<file path="config.mk">
export PLATFORM = sky130hd
export DESIGN_NAME = sync_fifo
export DESIGN_NICKNAME = d
export VERILOG_FILES = /design/src/rtl/sync_fifo.sv
export SDC_FILE = /design/constraint.sdc
export NUM_CORES = 1
export LEC_CHECK = 0
export BUFFER_PORTS_ARGS = -buffer_cell sky130_fd_sc_hd__buf_2
export CAP_MARGIN = 5
export CORE_MARGIN = 5
export CORE_UTILIZATION = 25
export DETAILED_ROUTE_END_ITERATION = 6
export SLEW_MARGIN = 0
export SYNTH_ARGS = -nofsm -noshare
export SYNTH_HDL_FRONTEND = slang
export SYNTH_SLANG_ARGS = --single-unit
</file>
<file path="constraint.sdc">
create_clock -name clk -period 3.1 [get_ports clk]
set_input_delay 0.31 -clock clk [delete_from_list [all_inputs] [get_ports clk]]
set_output_delay 0.31 -clock clk [all_outputs]
set_load 0.05 [all_outputs]
</file>
<file path="src/rtl/sync_fifo.sv">
// Single-clock parametrised FIFO with occupancy count, threshold flags,
// synchronous flush and sticky overflow/underflow reporting.
module sync_fifo #(
  parameter int DATA_WIDTH = 8,
  parameter int ADDR_WIDTH = 4,
  parameter int AF_THRESH  = 12,
  parameter int AE_THRESH  = 2
) (
  input  logic                  clk,
  input  logic                  rst_n,
  input  logic                  clr,
  input  logic                  wen,
  input  logic [DATA_WIDTH-1:0] wdata,
  input  logic                  ren,
  output logic [DATA_WIDTH-1:0] rdata,
  output logic                  rvalid,
  output logic [ADDR_WIDTH:0]   count,
  output logic                  full,
  output logic                  empty,
  output logic                  almost_full,
  output logic                  almost_empty,
  output logic                  overflow,
  output logic                  underflow
);

  localparam int DEPTH = 2 ** ADDR_WIDTH;
  localparam logic [ADDR_WIDTH:0] DEPTH_CNT = (ADDR_WIDTH + 1)'(DEPTH);
  localparam logic [ADDR_WIDTH:0] AF_CNT    = (ADDR_WIDTH + 1)'(AF_THRESH);
  localparam logic [ADDR_WIDTH:0] AE_CNT    = (ADDR_WIDTH + 1)'(AE_THRESH);

  logic [DATA_WIDTH-1:0] mem [DEPTH];
  logic [ADDR_WIDTH-1:0] wptr;
  logic [ADDR_WIDTH-1:0] rptr;
  logic                  readAccept;
  logic                  writeAccept;

  // A read frees a slot in the same edge, so a full FIFO may still take a write.
  assign readAccept  = ren & ~empty & ~clr;
  assign writeAccept = wen & (~full | readAccept) & ~clr;

  assign full         = (count == DEPTH_CNT);
  assign empty        = (count == '0);
  assign almost_full  = (count >= AF_CNT);
  assign almost_empty = (count <= AE_CNT);

  always_ff @(posedge clk) begin
    if (writeAccept) mem[wptr] <= wdata;
  end

  always_ff @(posedge clk or negedge rst_n) begin
    if (!rst_n) begin
      wptr      <= '0;
      rptr      <= '0;
      count     <= '0;
      rdata     <= '0;
      rvalid    <= 1'b0;
      overflow  <= 1'b0;
      underflow <= 1'b0;
    end else if (clr) begin
      wptr      <= '0;
      rptr      <= '0;
      count     <= '0;
      rdata     <= '0;
      rvalid    <= 1'b0;
      overflow  <= 1'b0;
      underflow <= 1'b0;
    end else begin
      rvalid <= readAccept;
      if (writeAccept) wptr <= wptr + 1'b1;
      if (readAccept) begin
        rptr  <= rptr + 1'b1;
        rdata <= mem[rptr];
      end
      case ({writeAccept, readAccept})
        2'b10:   count <= count + 1'b1;
        2'b01:   count <= count - 1'b1;
        default: count <= count;
      endcase
      if (wen && full && !readAccept) overflow <= 1'b1;
      if (ren && empty) underflow <= 1'b1;
    end
  end

endmodule

</file>
==> impl_summary.txt, run 1 <==
----------------------------------------------------
[Drt]
  Final routed wirelength across all metal layers ... roughly 13 mm
  Total number of vias ... approximately 3,400
  Post-detailed-route count of antenna-violating nets ... 0
  Number of design-rule violations left by the first detailed-router iteration ... 290
  DRC viols ... 0
  Routed wire length per instance ... approximately 17 um
  Via density per instance ... around 4.6
  Router iterations before antenna repair ... 5

[Die]
  Starting density of the core ... around a quarter
  Vertical extent of the die ... 170 um
  Standard-cell rows ... a little under 60
  Die X ... 170 um
  Boundary Pins ... 33
  Die footprint ... ~29,000 sq um
  Total core area ... 25,100 sq um

[Global route]
  Vias in the first global route ... 3,446
  GRT Residual Overflow ... 0
  Largest net degree at the start of global routing ... 35
  Wire length of the first global-routing pass ... 20.2 mm
  Gr usage total ... 9.40%
  Number of antenna violations at the first check in global routing ... 1

[STA]
  Number of endpoints with negative hold slack in the final report ... 0
  Normalized max-slew margin ... between 50% and 60%
  Final hold slack ... around 0.24 ns
  Final setup fails ... 0
  Minimum clock period after layout ... 2.57 ns
  RSZ-0062 raised after global routing ... no
  Final Skew ... between 0.007 and 0.008 ns
  Highest clock frequency the design can meet ... roughly 390 MHz
  Post-route setup TNS ... 0 ns
  Final worst path period share ... 82.7%
  Worst-Margin Slew ... 0.727 ns
  Count of pins over their slew limit ... 0

[Synthesis]
  Area fraction of the dominant cell type after synthesis ... between 60% and 70%
  Top cells by area, synth ... edfxtp_1 60%, mux4_2 11%, dfrtp_1 9.4%, mux2i_1 2.8%, ha_1 1.4%
  Cell taking the most area after synthesis ... edfxtp_1
  Number of storage elements in the synthesis netlist ... 152
  Post-Synthesis Net Count ... ~380
  Avg Inst Size Synth ... between 15 and 20 sq um
  Most repeated cell in the gate-level netlist after synthesis ... edfxtp_1
  Number of library cell types mapped by synthesis ... 53
  Dominant register cell in the synthesized netlist ... edfxtp_1
  Synthesized netlist cell count ... 356
  Count of flip-flops with a built-in enable after synthesis ... about 130
  Most instantiated cells after synthesis ... 128 x edfxtp_1, 32 x mux4_2, 24 x dfrtp_1, 18 x mux2i_1, 17 x nor2_1
  Total standard cell area after synthesis ... roughly 6400 sq um
  Total of warnings raised by yosys ... 0
  Sequential fraction of the synthesis area ... between 60% and 70%
  Async set-reset flop share out of synthesis ... about 16%

[CTS]
  Number of clock buffers inserted by TritonCTS ... 17
  Count of H-tree levels built during CTS ... 4
  Count of buffers added by post-CTS timing repair for setup ... 0
  Total clock sinks ... between 150 and 200
  Clock buffer depth ... 2
  Insertion delay to the later sink of the worst-skew pair ... around 0.42 ns
  Clock slew at reported path FFs ... about 0.06 ns
  CTS tree ... done
  Clock tree root buffer cell ... clkbuf_16

[Setup path]
  WP data arrival ... about 2.3 ns
  Endpoint type of the worst setup path ... primary output
  Maximum fanout count along the critical path ... 12
  Nature of the critical path startpoint ... register
  WS Path Type ... register to primary output
  Required time of the critical path ... 2.79 ns

[Placement]
  Number of input and output port buffers inserted ... 32
  Detailed-placement wirelength estimate ... about 8.4 mm
  Final GP Congestion ... ~0.76

[Power and ir drop]
  Switching power ... about 1900 uW
  Areal power density over the cells ... about 770 nW/um^2
  Switching share of power ... between 30% and 40%
  Clock network fraction of total power ... roughly 34%
  Internal power ... between 3000 and 4000 uW
  Max IR drop VDD ... 443 uV
  Reg power frac ... 42.9%
  Standby leakage power ... approximately 0.0025 uW
  Combinational cell fraction of total power ... approximately 23%

[Hold path]
  Worst Hold Class ... input pin to register

[Final layout]
  Fraction of the core area covered by cells at the end of the flow ... approximately 30%
  Fraction of final layout cells with drive strength greater than 1 ... just under 30%
  Diodes inserted ... 0
  Relative area change from synthesis to final layout ... 18.7%
  Final-stage net count ... 423

[Flow run]
  Number of max-capacitance violations reported ... 0

[Run status]
  Run status ... completed

----------------------------------------------------
sequential cells by signal, indices dropped and copies added (netlist names):
| register | flops |
|---|---|
| rvalid | 1 |
| rptr | 4 |
| overflow | 1 |
| count | 5 |
| rdata | 8 |
| mem | 128 |
| wptr | 4 |
| underflow | 1 |
power groups by stage:
stage          logic [uW]  registers, uW  clock network, uW
4_1_cts              1340           2500               2050
5_1_grt              1420           2520               2150
3_3_place_gp         1310           2540                  0
6_report             1330           2500               2010
3_5_place_dp         1330           2550                  0
2_1_floorplan         856           2670                  0
metrics by stage:
| stage | std cells | power, uW | instance area, sq um | worst slack [ns] |
|---|---|---|---|---|
| floorplan | 356 | 3530 | 6360 | 0.167 |
| global placement | 713 | 3850 | 6970 | 0.492 |
| detailed placement | 713 | 3880 | 6970 | 0.413 |
| CTS | 746 | 5890 | 7550 | 0.530 |
| global route | 746 | 6090 | 7550 | 0.411 |
| finish | 746 | 5840 | 7550 | 0.535 |
layout make-up:
class | instances | area, sq um
well taps | 330 | 413
clock inverters | 12 | 141
multi-input cells | 172 | 1770
flip-flops and latches | 152 | 4450
inverters | 10 | 37.5
fillers | 2480 | 17600
clock buffers | 20 | 437
repair buffers | 50 | 310
logic make-up after synthesis:
group	Yosys count	synth area share, %
flip-flops	152	69.8
multiplexers	52	14.6
AO/OA/AOI/OAI	37	4.99
XOR/XNOR	5	0.688
AND/OR/NAND/NOR	71	6.15
adder cells (fa/ha/maj)	7	1.38
buffers and inverters	32	2.38
worst max-delay path, cell delays in order, from the launching register on:
cell	delay, ns
dfrtp_1	0.50
or4_1	0.78
nor2_1	0.25
buf_2	0.30
layer usage:
metal	share of wire, %	vias to the layer above	global-route usage (%)	routed length [um]
met2	48	105	14.6	6190
met5	0.054	-	0	7
met1	45	1748	12.7	5860
li1	-	1527	-	-
met3	6.2	14	2.80	811
met4	1.2	2	3.15	159
cell usage in the layout, fill, tap and decap left out, types with 2 or more instances in the layout:
master,n
a211o_1,2
a21oi_1,7
a31oi_1,2
and3_1,5
buf_2,32
buf_4,16
bufinv_16,2
clkbuf_1,3
clkbuf_16,17
clkinv_2,2
clkinv_4,3
dfrtp_1,23
edfxtp_1,128
ha_1,7
inv_1,9
inv_6,3
mux2i_1,18
mux4_2,32
nand2_1,8
nand3_1,8
nand3b_1,8
nor2_1,17
nor2b_1,3
nor3_1,7
nor4_1,2
o211ai_2,2
o21ai_0,3
o221ai_1,8
or3_1,4
xnor2_1,3
xor2_1,2
what timing repair did:
| item | in CTS | in global routing |
|---|---|---|
| gates resized for setup | 0 | 0 |
| hold endpoints to repair | 24 | 0 |
| hold buffers | 1 | 0 |
final timing paths:
path / start / to / slack [ns] / cells after the start
min in group asynchronous: rst_n / underflow / 0.43 / 2
worst max-delay path: count[2] / empty / 0.53 / 3
worst min-delay path: wen / overflow / 0.24 / 3
worst min register to register: underflow / underflow / 0.51 / 2
max in group asynchronous: rst_n / rptr[1] / 2.25 / 2
worst max register to register: count[2] / count[2] / 0.57 / 7
Note: power is estimated with default switching activity, not from simulation.
==> inputs of run 2 (changes only) <==
clock period = 2.6 ns   (was 3.1 ns; I/O delays follow)
==> impl_summary.txt, run 2 (same netlist as run 1, synthesis figures left out) <==
----------------------------------------------------
[Power and ir drop]
  Reg power frac ... 40.9% (was 42.9%)
  Areal power density over the cells ... 942 nW/um^2 (was 773 nW/um^2)
  Switching power ... 2240 uW (was 1860 uW)
  Power after layout ... 7240 uW (was 5840 uW)
  Clock network fraction of total power ... 35.5% (was 34.4%)
  Internal power ... 5000 uW (was 3980 uW)
  Combinational cell fraction of total power ... 23.7% (was 22.7%)
  Max IR drop VDD ... 681 uV (was 443 uV)
  Switching share of power ... 31.0% (was 31.9%)
  Standby leakage power ... 0.00259 uW (was 0.00253 uW)

[STA]
  RSZ-0062 raised after global routing ... no (unchanged)
  Final Skew ... 0.0125 ns (was 0.00745 ns)
  Number of endpoints with negative hold slack in the final report ... 0 (unchanged)
  Normalized max-slew margin ... 59.3% (was 51.5%)
  Count of pins over their slew limit ... 0 (unchanged)
  Highest clock frequency the design can meet ... 406 MHz
  Worst-Margin Slew ... 0.610 ns (was 0.727 ns)
  Final worst path period share ... 94.6%
  Minimum clock period after layout ... approximately 2.5 ns
  Final hold slack ... 0.193 ns (was 0.241 ns)
  Final setup fails ... 0 (unchanged)
  Post-route setup TNS ... 0 ns (unchanged)

[CTS]
  Number of clock buffers inserted by TritonCTS ... 17 (unchanged)
  CTS tree ... done (unchanged)
  Count of H-tree levels built during CTS ... 4 (unchanged)
  Total clock sinks ... 152 (unchanged)
  Clock slew at reported path FFs ... 0.06 ns (about the same)
  Clock tree root buffer cell ... clkbuf_16 (unchanged)
  Insertion delay to the later sink of the worst-skew pair ... 0.42 ns (about the same)
  Clock buffer depth ... 2 (unchanged)

[Die]
  Total core area ... 25,100 sq um (unchanged)
  Die footprint ... 28,700 sq um (unchanged)
  Starting density of the core ... 25.3% (unchanged)
  Boundary Pins ... 33 (unchanged)
  Die X ... 170 um (unchanged)
  Vertical extent of the die ... 170 um (unchanged)
  Standard-cell rows ... 58 (unchanged)

[Setup path]
  CP cell instances ... or4_4 > buf_4 > nor2_1 > buf_2 (was or4_1 > nor2_1 > buf_2)
  Slowest cell on the critical path ... or4_4 (was or4_1)
  Required time of the critical path ... 2.34 ns (was 2.79 ns)
  Stages on worst setup path ... 4 (was 3)
  FF-to-FF setup slack ... 0.19 ns (was 0.57 ns)
  Largest delay share family, worst path ... simple AND/OR/NAND/NOR gates (unchanged)
  Buf/Inv on CP ... 2 (was 1)
  Reg-to-reg endpoint ... count[2] (unchanged)
  Nature of the critical path startpoint ... register (unchanged)
  Endpoint type of the worst setup path ... primary output (unchanged)
  Maximum fanout count along the critical path ... 8 (was 12)
  WP data arrival ... 2.20 ns (was 2.26 ns)
  Path depth of the worst reg2reg path ... 7 (unchanged)
  Largest stage delay on the critical path ... 0.63 ns (was 0.78 ns)
  WS Path Type ... register to primary output (unchanged)
  Launch instance of the worst register-to-register path ... count[3] (was count[2])

[Flow run]
  Number of max-capacitance violations reported ... 0 (unchanged)

[Final layout]
  Number of flip-flops under the largest register name ... 128 (unchanged)
  Diodes inserted ... 0 (unchanged)
  Filler Cells Inserted ... 2,486 (was 2,480)
  Top flop regs ... mem: 128 flops, rdata: 8 flops, count: 5 flops (unchanged)
  Relative area change from synthesis to final layout ... 20.8% (was 18.7%)
  Fraction of final layout cells with drive strength greater than 1 ... 31.8% (was 29.1%)
  Final-stage net count ... 429 (was 423)
  Commonest cells after routing, fill and taps aside ... 128 x edfxtp_1, 32 x mux4_2, 32 x buf_2 (unchanged)
  Top register by number of flip-flops ... mem (unchanged)
  Commonest non-fill, non-tap cell in the layout ... edfxtp_1 (unchanged)
  Count of non-filler cells in the finished layout ... 752 (was 746)

[Placement]
  Final GP Congestion ... 0.776 (was 0.758)
  Number of placed cells counting well taps ... 719 (was 713)
  Number of input and output port buffers inserted ... 32 (unchanged)
  Detailed-placement wirelength estimate ... 8.98 mm (was 8.41 mm)

[Drt]
  Routed wire length per instance ... 17.8 um (was 17.5 um)
  Via density per instance ... 4.49 (was 4.55)
  Post-detailed-route count of antenna-violating nets ... 0 (unchanged)
  DRC viols ... 0 (unchanged)
  Router iterations before antenna repair ... 4 (was 5)
  Number of design-rule violations left by the first detailed-router iteration ... 353 (was 290)
  Final routed wirelength across all metal layers ... 13.4 mm (was 13.0 mm)
  Total number of vias ... 3,378 (was 3,396)

[Hold path]
  Endpoint of the worst hold-timing path ... overflow (unchanged)
  Worst hold path depth ... 3 (unchanged)
  Worst Hold Class ... input pin to register (unchanged)
  Hold path startpoint ... wen (unchanged)

[Global route]
  GRT Residual Overflow ... 0 (unchanged)
  Number of antenna violations at the first check in global routing ... 0 (was 1)
  Gr usage total ... 9.67% (was 9.40%)
  Vias in the first global route ... 3,442 (was 3,446)
  Wire length of the first global-routing pass ... 20.6 mm (was 20.2 mm)
  Largest net degree at the start of global routing ... 35 (unchanged)

[Run status]
  Run status ... completed (unchanged)

----------------------------------------------------
-- run 2: changes by cell type in the layout (fill, tap and decap cells not counted), moves of 2 or more --
cell / before / now
clkinv_1: 1 / 3
buf_4: 16 / 21
dfrtp_2: 1 / 4
clkbuf_1: 3 / 1
inv_6: 3 / 1
dfrtp_1: 23 / 20
bufinv_16: 2 / 4
-- run 2: routing by layer --
metal / share of wire, % / GRT usage, % / up-vias / routed length [um]
met5: 0 / 0 / - / 0
met4: 1.1 / 2.63 / 0 / 146
met3: 8.3 / 3.10 / 11 / 1110
met2: 47 / 14.6 / 109 / 6330
met1: 43 / 13.5 / 1719 / 5780
li1: - / - / 1539 / -
-- run 2: through the flow --
stage,util (%),cell area (sq um),setup slack [ns]
3_3_place_gp,28.1,7050,0.285
5_1_grt,30.6,7690,0.0220
2_1_floorplan,-,6390,0.0446
4_1_cts,30.6,7690,0.0273
3_5_place_dp,28.1,7050,0.200
6_report,30.6,7690,0.140
-- run 2: tightest hold or removal path: cells and delay by family --
kind / cells / cell delay, ns
and+or+nand+nor: 1 / 0.08
buffers and inverters: 1 / 0.14
AOI/OAI and AO/OA: 1 / 0.08
-- run 2: power groups by stage --
stage	Clock [uW]	Sequential, uW	Combinational, uW
after floorplan	0	3200	1060
after global placement	0	2990	1700
after detailed placement	0	3000	1720
after CTS	2630	2960	1730
after global routing	2750	2980	1850
final	2570	2960	1710
-- run 2: layout make-up --
class | count | area (sq um) | area share, %
clock buffers | 18 | 429 | 5.58
clock inverters | 14 | 196 | 2.55
inverters | 10 | 37.5 | 0.488
multi-input cells | 172 | 1800 | 23.4
flip-flops and latches | 152 | 4450 | 57.9
well taps | 330 | 413 | 5.37
repair buffers | 56 | 368 | 4.78
-- run 2: repair_timing --
item,in CTS,in global routing
endpoints found under the hold margin,24,0
hold buffers,1,0
endpoints found under the setup margin,0,1
buffers inserted,0,0
resized for setup,0,1
-- run 2: worst max path at each step --
stage          startpoint  endpoint  slack, ns
5_1_grt          count[3]  count[4]       0.02
3_3_place_gp     count[2]  count[4]       0.29
6_report         count[3]     empty       0.14
2_1_floorplan    count[4]  count[2]       0.04
3_5_place_dp     count[3]  count[2]       0.20
4_1_cts          count[3]     empty       0.03
==> inputs of run 3 (changes only) <==
BUFFER_PORTS_ARGS = default   (was -buffer_cell sky130_fd_sc_hd__buf_2)
DONT_BUFFER_PORTS = 1   (was default)
==> impl_summary.txt, run 3 (same netlist as run 1, synthesis figures left out) <==
----------------------------------------------------
[Run status]
  Run status ... completed (unchanged)

[Power and ir drop]
  Combinational cell fraction of total power ... 22.4% (was 23.7%)
  Switching power ... 2210 uW (was 2240 uW)
  Switching share of power ... 32.2% (was 31.0%)
  Max IR drop VDD ... 571 uV (was 681 uV)
  Clock network fraction of total power ... 32.5% (was 35.5%)
  Standby leakage power ... 0.00244 uW (was 0.00259 uW)
  Areal power density over the cells ... 912 nW/um^2 (was 942 nW/um^2)
  Internal power ... 4670 uW (was 5000 uW)
  Reg power frac ... 45.0% (was 40.9%)

[Final layout]
  Commonest non-fill, non-tap cell in the layout ... edfxtp_1 (unchanged)
  Commonest cells after routing, fill and taps aside ... 128 x edfxtp_1, 32 x mux4_2, 23 x buf_4 (was 128 x edfxtp_1, 32 x mux4_2, 32 x buf_2)
  Number of flip-flops under the largest register name ... 128 (unchanged)
  Fraction of final layout cells with drive strength greater than 1 ... 25.2% (was 31.8%)
  Diodes inserted ... 0 (unchanged)
  Final-stage net count ... 409 (was 429)
  Filler Cells Inserted ... 2,493 (was 2,486)
  Count of non-filler cells in the finished layout ... 731 (was 752)
  Relative area change from synthesis to final layout ... 18.6% (was 20.8%)
  Fraction of the core area covered by cells at the end of the flow ... 30.1% (was 30.6%)
  Footprint of the flip-flops and latches ... 4450 sq um (unchanged)
  Area of the multi-input gates ... 1790 sq um (was 1800 sq um)
  Top register by number of flip-flops ... mem (unchanged)
  Top flop regs ... mem: 128 flops, rdata: 8 flops, count: 5 flops (unchanged)

[STA]
  Final hold slack ... 0.0271 ns (was 0.193 ns)
  Number of endpoints with negative hold slack in the final report ... 0 (unchanged)
  Final Skew ... 0.0110 ns (was 0.0125 ns)
  Highest clock frequency the design can meet ... 404 MHz (was 406 MHz)
  RSZ-0062 raised after global routing ... no (unchanged)
  Final worst path period share ... 95.3% (was 94.6%)
  Count of pins over their slew limit ... 0 (unchanged)
  Post-route setup TNS ... 0 ns (unchanged)
  Minimum clock period after layout ... 2.48 ns (was 2.46 ns)
  Final setup fails ... 0 (unchanged)
  Worst-Margin Slew ... 0.894 ns (was 0.610 ns)
  Normalized max-slew margin ... 40.2% (was 59.3%)
  Worst setup margin ... 0.123 ns (was 0.140 ns)

[Setup path]
  Nature of the critical path startpoint ... register (unchanged)
  WS Path Type ... register to register (was register to primary output)
  Largest stage delay on the critical path ... 0.44 ns (was 0.63 ns)
  Required time of the critical path ... 2.89 ns (was 2.34 ns)
  Endpoint type of the worst setup path ... register (was primary output)
  Slowest cell on the critical path ... dfrtp_2 (was or4_4)
  Launch instance of the worst register-to-register path ... count[2] (was count[3])
  Maximum fanout count along the critical path ... 5 (was 8)
  Reg-to-reg endpoint ... count[2] (unchanged)
  CP cell instances ... nor4_4 > a21oi_2 > xor2_1 > ha_1 > a2111o_1 > a32o_1 > mux2_4 (was or4_4 > buf_4 > nor2_1 > buf_2)
  WP data arrival ... 2.77 ns (was 2.20 ns)
  FF-to-FF setup slack ... 0.12 ns (was 0.19 ns)
  Path depth of the worst reg2reg path ... 7 (unchanged)

[Drt]
  Total number of vias ... 3,314 (was 3,378)
  Number of design-rule violations left by the first detailed-router iteration ... 251 (was 353)
  Post-detailed-route count of antenna-violating nets ... 0 (unchanged)
  Router iterations before antenna repair ... 4 (unchanged)
  Routed wire length per instance ... 18.2 um (was 17.8 um)
  Via density per instance ... 4.53 (was 4.49)
  Final routed wirelength across all metal layers ... 13.3 mm (was 13.4 mm)
  DRC viols ... 0 (unchanged)

[Global route]
  Gr usage total ... 9.61% (was 9.67%)
  Vias in the first global route ... 3,581 (was 3,442)
  Wire length of the first global-routing pass ... 20.7 mm (was 20.6 mm)
  Largest net degree at the start of global routing ... 36 (was 35)
  GRT Residual Overflow ... 0 (unchanged)
  Number of antenna violations at the first check in global routing ... 0 (unchanged)

[Hold path]
  Hold path startpoint ... wen (unchanged)
  Endpoint of the worst hold-timing path ... overflow (unchanged)
  Worst hold path depth ... 2 (was 3)
  Worst Hold Class ... input pin to register (unchanged)

[Die]
  Standard-cell rows ... 58 (unchanged)
  Die X ... 170 um (unchanged)
  Die footprint ... 28,700 sq um (unchanged)
  Starting density of the core ... 25.3% (unchanged)
  Boundary Pins ... 33 (unchanged)
  Total core area ... 25,100 sq um (unchanged)
  Vertical extent of the die ... 170 um (unchanged)

[Placement]
  Number of placed cells counting well taps ... 688 (was 719)
  Detailed-placement wirelength estimate ... 8.73 mm (was 8.98 mm)
  Number of input and output port buffers inserted ... 0 (was 32)
  Final GP Congestion ... 0.832 (was 0.776)
  Place WS ... 0.186 ns (was 0.200 ns)

[CTS]
  Number of clock buffers inserted by TritonCTS ... 17 (unchanged)
  CTS-repair resized insts ... 0 (unchanged)
  Clock buffer depth ... 2 (unchanged)
  Count of H-tree levels built during CTS ... 4 (unchanged)
  Clock slew at reported path FFs ... 0.06 ns (about the same)
  Total clock sinks ... 152 (unchanged)
  CTS tree ... done (unchanged)
  Clock tree root buffer cell ... clkbuf_16 (unchanged)
  Insertion delay to the later sink of the worst-skew pair ... 0.41 ns (was 0.42 ns)

[Flow run]
  Number of max-capacitance violations reported ... 0 (unchanged)

----------------------------------------------------
[run 3: stage by stage]
| stage | area, sq um | total power (uW) |
|---|---|---|
| floorplan | 6390 | 4250 |
| detailed placement | 6890 | 4650 |
| global placement | 6890 | 4610 |
| global route | 7550 | 7190 |
| CTS | 7540 | 6950 |
| finish | 7550 | 6880 |
[run 3: critical path: cells and delay by family, from the launching register on]
kind	cells	cell delay (ns)
simple gates	1	0.42
flops	1	0.44
mux	1	0.30
xor+xnor	1	0.17
fa+ha+maj	1	0.25
compound gates	3	0.77
[run 3: what timing repair did]
item,4_1_cts,5_1_grt
buffers inserted,0,0
hold buffers,11,1
hold endpoints to repair,165,1
[run 3: how the worst max path moves through the flow]
| stage | startpoint | to | slack (ns) | cells after the start |
|---|---|---|---|---|
| floorplan | count[4] | count[2] | 0.04 | 8 |
| global placement | count[2] | count[2] | 0.27 | 7 |
| detailed placement | count[2] | count[2] | 0.19 | 7 |
| CTS | count[2] | count[2] | 0.17 | 7 |
| global route | count[2] | count[2] | 0.05 | 7 |
| finish | count[2] | count[2] | 0.12 | 7 |
[run 3: area by class of cell]
class | count | area share, %
Tap cell | 330 | 5.47
Clock buffer | 20 | 5.78
Clock inverter | 11 | 1.29
Timing Repair Buffer | 36 | 4.28
Multi-Input combinational cell | 172 | 23.7
Inverter | 10 | 0.497
Sequential cell | 152 | 58.9
[run 3: metal layers]
metal | vias up | global-route usage, % | share of wire, %
li1 | 1503 | - | -
met1 | 1709 | 12.1 | 42
met2 | 94 | 15.3 | 48
met3 | 8 | 3.91 | 9.8
met4 | 0 | 2.84 | 0.65
met5 | - | 0 | 0
[run 3: power groups by stage]
stage	combinational [uW]	sequential (uW)	clock [uW]
2_1_floorplan	1060	3200	0
3_3_place_gp	1460	3140	0
3_5_place_dp	1500	3150	0
4_1_cts	1560	3100	2290
5_1_grt	1650	3120	2420
6_report	1540	3100	2240
